$ cat config.mk
export PLATFORM = sky130hd
export DESIGN_NAME = prim_fifo_lutram
export DESIGN_NICKNAME = d
export VERILOG_FILES = /design/src/rtl/prim_lutram_sdp.sv /design/src/rtl/prim_fifo_lutram.sv
export SDC_FILE = /design/constraint.sdc
export NUM_CORES = 1
export LEC_CHECK = 0
export BUFFER_PORTS_ARGS = -buffer_cell sky130_fd_sc_hd__buf_2
export CELL_PAD_IN_SITES_DETAIL_PLACEMENT = 0
export CELL_PAD_IN_SITES_GLOBAL_PLACEMENT = 1
export CORE_MARGIN = 5
export CORE_UTILIZATION = 44
export DETAILED_ROUTE_END_ITERATION = 16
export PLACE_DENSITY_LB_ADDON = 0.1
export SLEW_MARGIN = 15
export SYNTH_ARGS = -nofsm -noshare
export SYNTH_HDL_FRONTEND = slang
export SYNTH_HIERARCHICAL = 1
export SYNTH_SLANG_ARGS = --single-unit
$ cat constraint.sdc
create_clock -name clk -period 3.6 [get_ports clk]
set_input_delay 0.72 -clock clk [delete_from_list [all_inputs] [get_ports clk]]
set_output_delay 0.72 -clock clk [all_outputs]
set_load 0.05 [all_outputs]
$ cat src/rtl/prim_lutram_sdp.sv
// Simple dual-port distributed RAM: one synchronous write port, one
// asynchronous (combinational) read port. Contents are not reset.
//   clk    : write clock
//   wen    : write enable
//   waddr  : write address
//   wdata  : write data
//   raddr  : read address
//   rdata  : read data, combinational from raddr
module prim_lutram_sdp #(
  parameter int N_ENTRIES   = 2,
  parameter int N_DATA_BITS = 32
) (
  input  logic                         clk,
  input  logic                         wen,
  input  logic [$clog2(N_ENTRIES)-1:0] waddr,
  input  logic [N_DATA_BITS-1:0]       wdata,
  input  logic [$clog2(N_ENTRIES)-1:0] raddr,
  output logic [N_DATA_BITS-1:0]       rdata
);
  logic [N_DATA_BITS-1:0] mem [N_ENTRIES];

  always_ff @(posedge clk) begin
    if (wen) mem[waddr] <= wdata;
  end

  assign rdata = mem[raddr];
endmodule

$ cat src/rtl/prim_fifo_lutram.sv
// First-word-fall-through FIFO on distributed RAM, with an optional
// one-entry output register to cut the RAM read path to `first`.
//   clk, reset  : clock, asynchronous active-high reset
//   enq_data    : entry to enqueue
//   enq_en      : enqueue this cycle (ignored while notFull=0)
//   notFull     : RAM has at least one free slot
//   almostFull  : free RAM slots <= THRESHOLD
//   first       : head entry, valid while notEmpty=1
//   deq_en      : consume the head entry this cycle
//   notEmpty    : head entry valid
module prim_fifo_lutram #(
  parameter int N_DATA_BITS     = 32,
  parameter int N_ENTRIES       = 2,
  parameter int THRESHOLD       = 1,
  parameter int REGISTER_OUTPUT = 0
) (
  input  logic                   clk,
  input  logic                   reset,
  input  logic [N_DATA_BITS-1:0] enq_data,
  input  logic                   enq_en,
  output logic                   notFull,
  output logic                   almostFull,
  output logic [N_DATA_BITS-1:0] first,
  input  logic                   deq_en,
  output logic                   notEmpty
);
  localparam int AW = $clog2(N_ENTRIES);
  localparam int CW = AW + 1;

  logic [AW-1:0]          wr_ptr, rd_ptr;
  logic [CW-1:0]          count;
  logic [N_DATA_BITS-1:0] rdata;
  logic                   do_enq, lut_rd, lut_has;

  // Flags come only from registered count, so enq/deq never feed them combinationally.
  assign notFull    = (count != CW'(N_ENTRIES));
  assign almostFull = ((CW'(N_ENTRIES) - count) <= CW'(THRESHOLD));
  assign lut_has    = (count != '0);
  assign do_enq     = enq_en && notFull;

  prim_lutram_sdp #(
    .N_ENTRIES  (N_ENTRIES),
    .N_DATA_BITS(N_DATA_BITS)
  ) u_ram (
    .clk  (clk),
    .wen  (do_enq),
    .waddr(wr_ptr),
    .wdata(enq_data),
    .raddr(rd_ptr),
    .rdata(rdata)
  );

  generate
    if (REGISTER_OUTPUT != 0) begin : g_oreg
      logic                   out_vld;
      logic [N_DATA_BITS-1:0] out_data;
      // Refill whenever the register is empty or being consumed; that read frees a RAM slot.
      assign lut_rd = (!out_vld || deq_en) && lut_has;

      always_ff @(posedge clk or posedge reset) begin
        if (reset) begin
          out_vld  <= 1'b0;
          out_data <= '0;
        end else if (lut_rd) begin
          out_vld  <= 1'b1;
          out_data <= rdata;
        end else if (deq_en) begin
          out_vld  <= 1'b0;
        end
      end

      assign first    = out_data;
      assign notEmpty = out_vld;
    end else begin : g_noreg
      assign lut_rd   = deq_en && lut_has;
      assign first    = rdata;
      assign notEmpty = lut_has;
    end
  endgenerate

  // Pointers wrap naturally since N_ENTRIES is a power of two.
  always_ff @(posedge clk or posedge reset) begin
    if (reset) begin
      wr_ptr <= '0;
      rd_ptr <= '0;
      count  <= '0;
    end else begin
      if (do_enq) wr_ptr <= wr_ptr + 1'b1;
      if (lut_rd) rd_ptr <= rd_ptr + 1'b1;
      count <= count + CW'(do_enq) - CW'(lut_rd);
    end
  end

`ifndef SYNTHESIS
  // Protocol checks: misuse is reported but the hardware simply drops/ignores it.
  always @(posedge clk) begin
    if (!reset) begin
      assert (!(enq_en && !notFull))
        else $warning("prim_fifo_lutram: enq_en while full, entry dropped");
      assert (!(deq_en && !notEmpty))
        else $warning("prim_fifo_lutram: deq_en while empty, ignored");
    end
  end
`endif
endmodule

==> out/summary.txt <==
Via/cell ratio = 4.562
Maximum clock frequency = 0.3662 GHz
Crit-path cells = buf_4, mux2_4, buf_2
Worst reg-to-reg path cell count = 5
Outcome = completed
Clk sinks = 68
Final hold violation count = 0
Crit path buf inv count = 2
Post_cts resized = 0
Clock Skew = 0.004854 ns
DIE AREA = 0.007835 mm²
Post-Syn Area per Cell = 22.05 µm²
Unique masters post-synth = 14
Drt drc = 0
Iter 0 DRT Violations = 57
Row Count = 28
Worst path depth = 3
CTS root buf = clkbuf_8
First-pass GRT wire length = 6417 µm
Synth Register Bits = 68
Post-synth top area share = 70.85%
Postcts setup bufs = 0
Routability congestion estimate = 0.6620
Layout Area Growth over Synthesis = 20.39%
Worst R2R Setup Slack = 1.62 ns
Crit. End Element = output pin
Leading area contributor after synthesis = edfxtp_1
Final ANT Viol Nets = 0
Initial antenna violation count = 0
Worst slew pin tran = 0.9288 ns
CP required = 2.88 ns
Syn Nets = 163
Max cap viols = 0
Maximum buffer depth of the clock tree = 2
R2r endpoint = u_ram/mem[0][8]
Hold Crit Class = in2async
Post-route setup TNS = 0 ns
WL/cell = 15.14 µm
Nets = 241
Crit Path Class = reg2out
DP HPWL = 2984 µm
Clock Pin Slew Worst Setup and Hold Paths = 0.06 ns
Leakage = 1.352 nW
Share of post-route cells with drive strength above 1 = 58.25%
Cts hold-fix bufs = 0
Worst setup endpoint = first[9]
Vias in the first global route = 1,429
Worst r2r src = count[0]
CP delay by family, top = flip-flops
Min cycle time layout = 2.730 ns
Cells after synthesis = 123
Final WL = 4255 µm
Critical Path Source Type = register
Crit-path max FO = 20
Final setup fails = 0
Chip width = 88.52 µm
Peak supply drop = 0.4707 mV
Placed Instances = 265
Starting density of the core = 45.55%
IO Count = 71
Synth Warn # = 6
Final period util = 75.85%
Drt pass-1 iters = 4
Slew Limit Headroom = 37.95%
Largest net degree at the start of global routing = 33
H-tree levels = 3
Top cells by area, synth = edfxtp_1, mux2_4, dfrtp_1
Pwr dens = 957.8 mW/mm²
Die H = 88.52 µm
Total GRT Usage = 11.63%
Worst path arrival time = 2.01 ns
Final Non-Filler Cells = 281
RSZ-0062 raised after global routing = no
Clock Latency Late Sink = 0.32 ns
CTS buffer count = 9
Diodes inserted = 0
CP peak stage delay = 0.75 ns
DR vias = 1,282
Pins over their slew limit = 0
CP Launch Point = rd_ptr
# port buffers = 70
CTS tree = yes
GRT overflow = 0
CP max stage cell = dfrtp_2
Total core area = 0.005956 mm²
Sequential-to-total area share from yosys stat = 74.54%
Mapped Area = 0.002713 mm²
[per-stage QoR]
stage	utilization [%]	setup WS [ns]	power (mW)	hold WS (ns)	area (µm²)
after global routing	54.83	0.7536	3.280	0.2625	3266
after floorplan	-	0.8832	2.463	0.4591	2713
after global placement	52.10	1.195	2.643	0.4889	3103
after CTS	54.83	0.8191	3.183	0.2561	3266
final	54.83	0.8695	3.128	0.2736	3266
after detailed placement	52.10	1.182	2.664	0.5085	3103
[final cells by class]
type	instances	area, µm²
Inverter	7	26.28
Timing Repair Buffer	71	357.8
Clock inverter	3	13.76
Fill cell	500	2690
Clock buffer	13	148.9
Multi-Input combinational cell	44	601.8
Tap cell	75	93.84
Sequential cell	68	2023
[how the worst min path moves through the flow]
stage	end	startpoint	cells after the start	slack [ns]
2_1_floorplan	wr_ptr	wr_ptr	1	0.46
4_1_cts	count[0]	reset	2	0.26
5_1_grt	wr_ptr	reset	2	0.26
6_report	count[0]	reset	2	0.27
3_5_place_dp	count[0]	count[0]	1	0.51
3_3_place_gp	count[0]	count[0]	1	0.49
[synth_stat cells]
master,number
ha_1,4
buf_12,3
nand2b_4,1
nor2b_1,1
dfrtp_1,4
xor2_1,1
mux2_2,2
mux2_4,30
nor2b_2,1
edfxtp_1,64
inv_1,7
and2_1,1
xnor2_1,3
buf_6,1
[logic make-up after synthesis]
family | count (synthesis) | synth area share, %
XOR/XNOR | 4 | 1.292
adder cells (fa/ha/maj) | 4 | 1.845
buffers and inverters | 11 | 3.598
flip-flops | 68 | 74.54
multiplexers | 32 | 17.44
AND/OR/NAND/NOR | 4 | 1.292
[registers in the layout, indices dropped and copies added, names as in the netlist]
name / flops
u_ram/mem: 64
count: 2
rd_ptr: 1
wr_ptr: 1
[where the power goes]
part	internal, mW	switching (mW)	leakage (nW)
registers	1.09	0.109	0.640
logic	0.465	0.956	0.627
clock network	0.265	0.243	0.0848
[layer usage]
layer / global-route usage (%) / share of wire, %
met3: 4.935 / 7.0
met1: 11.89 / 37
met2: 20.12 / 55
met4: 6.181 / 0.56
met5: 0 / 0
[worst register-to-register path: stages (launching register included)]
cell,delay [ns]
dfrtp_1,0.35
inv_1,0.06
ha_1,0.21
nand2b_4,0.15
inv_1,0.06
nor2b_4,0.76
[cell usage in the layout (no fill, tap or decap), types with 2 or more instances in the layout]
| master | count |
|---|---|
| mux2_2 | 2 |
| buf_2 | 70 |
| clkbuf_1 | 3 |
| mux2_4 | 30 |
| clkbuf_8 | 10 |
| inv_1 | 7 |
| ha_1 | 4 |
| dfrtp_1 | 3 |
| edfxtp_1 | 64 |
| clkinv_2 | 2 |
| xnor2_1 | 3 |
No activity file was read; power rests on OpenSTA's default activity.
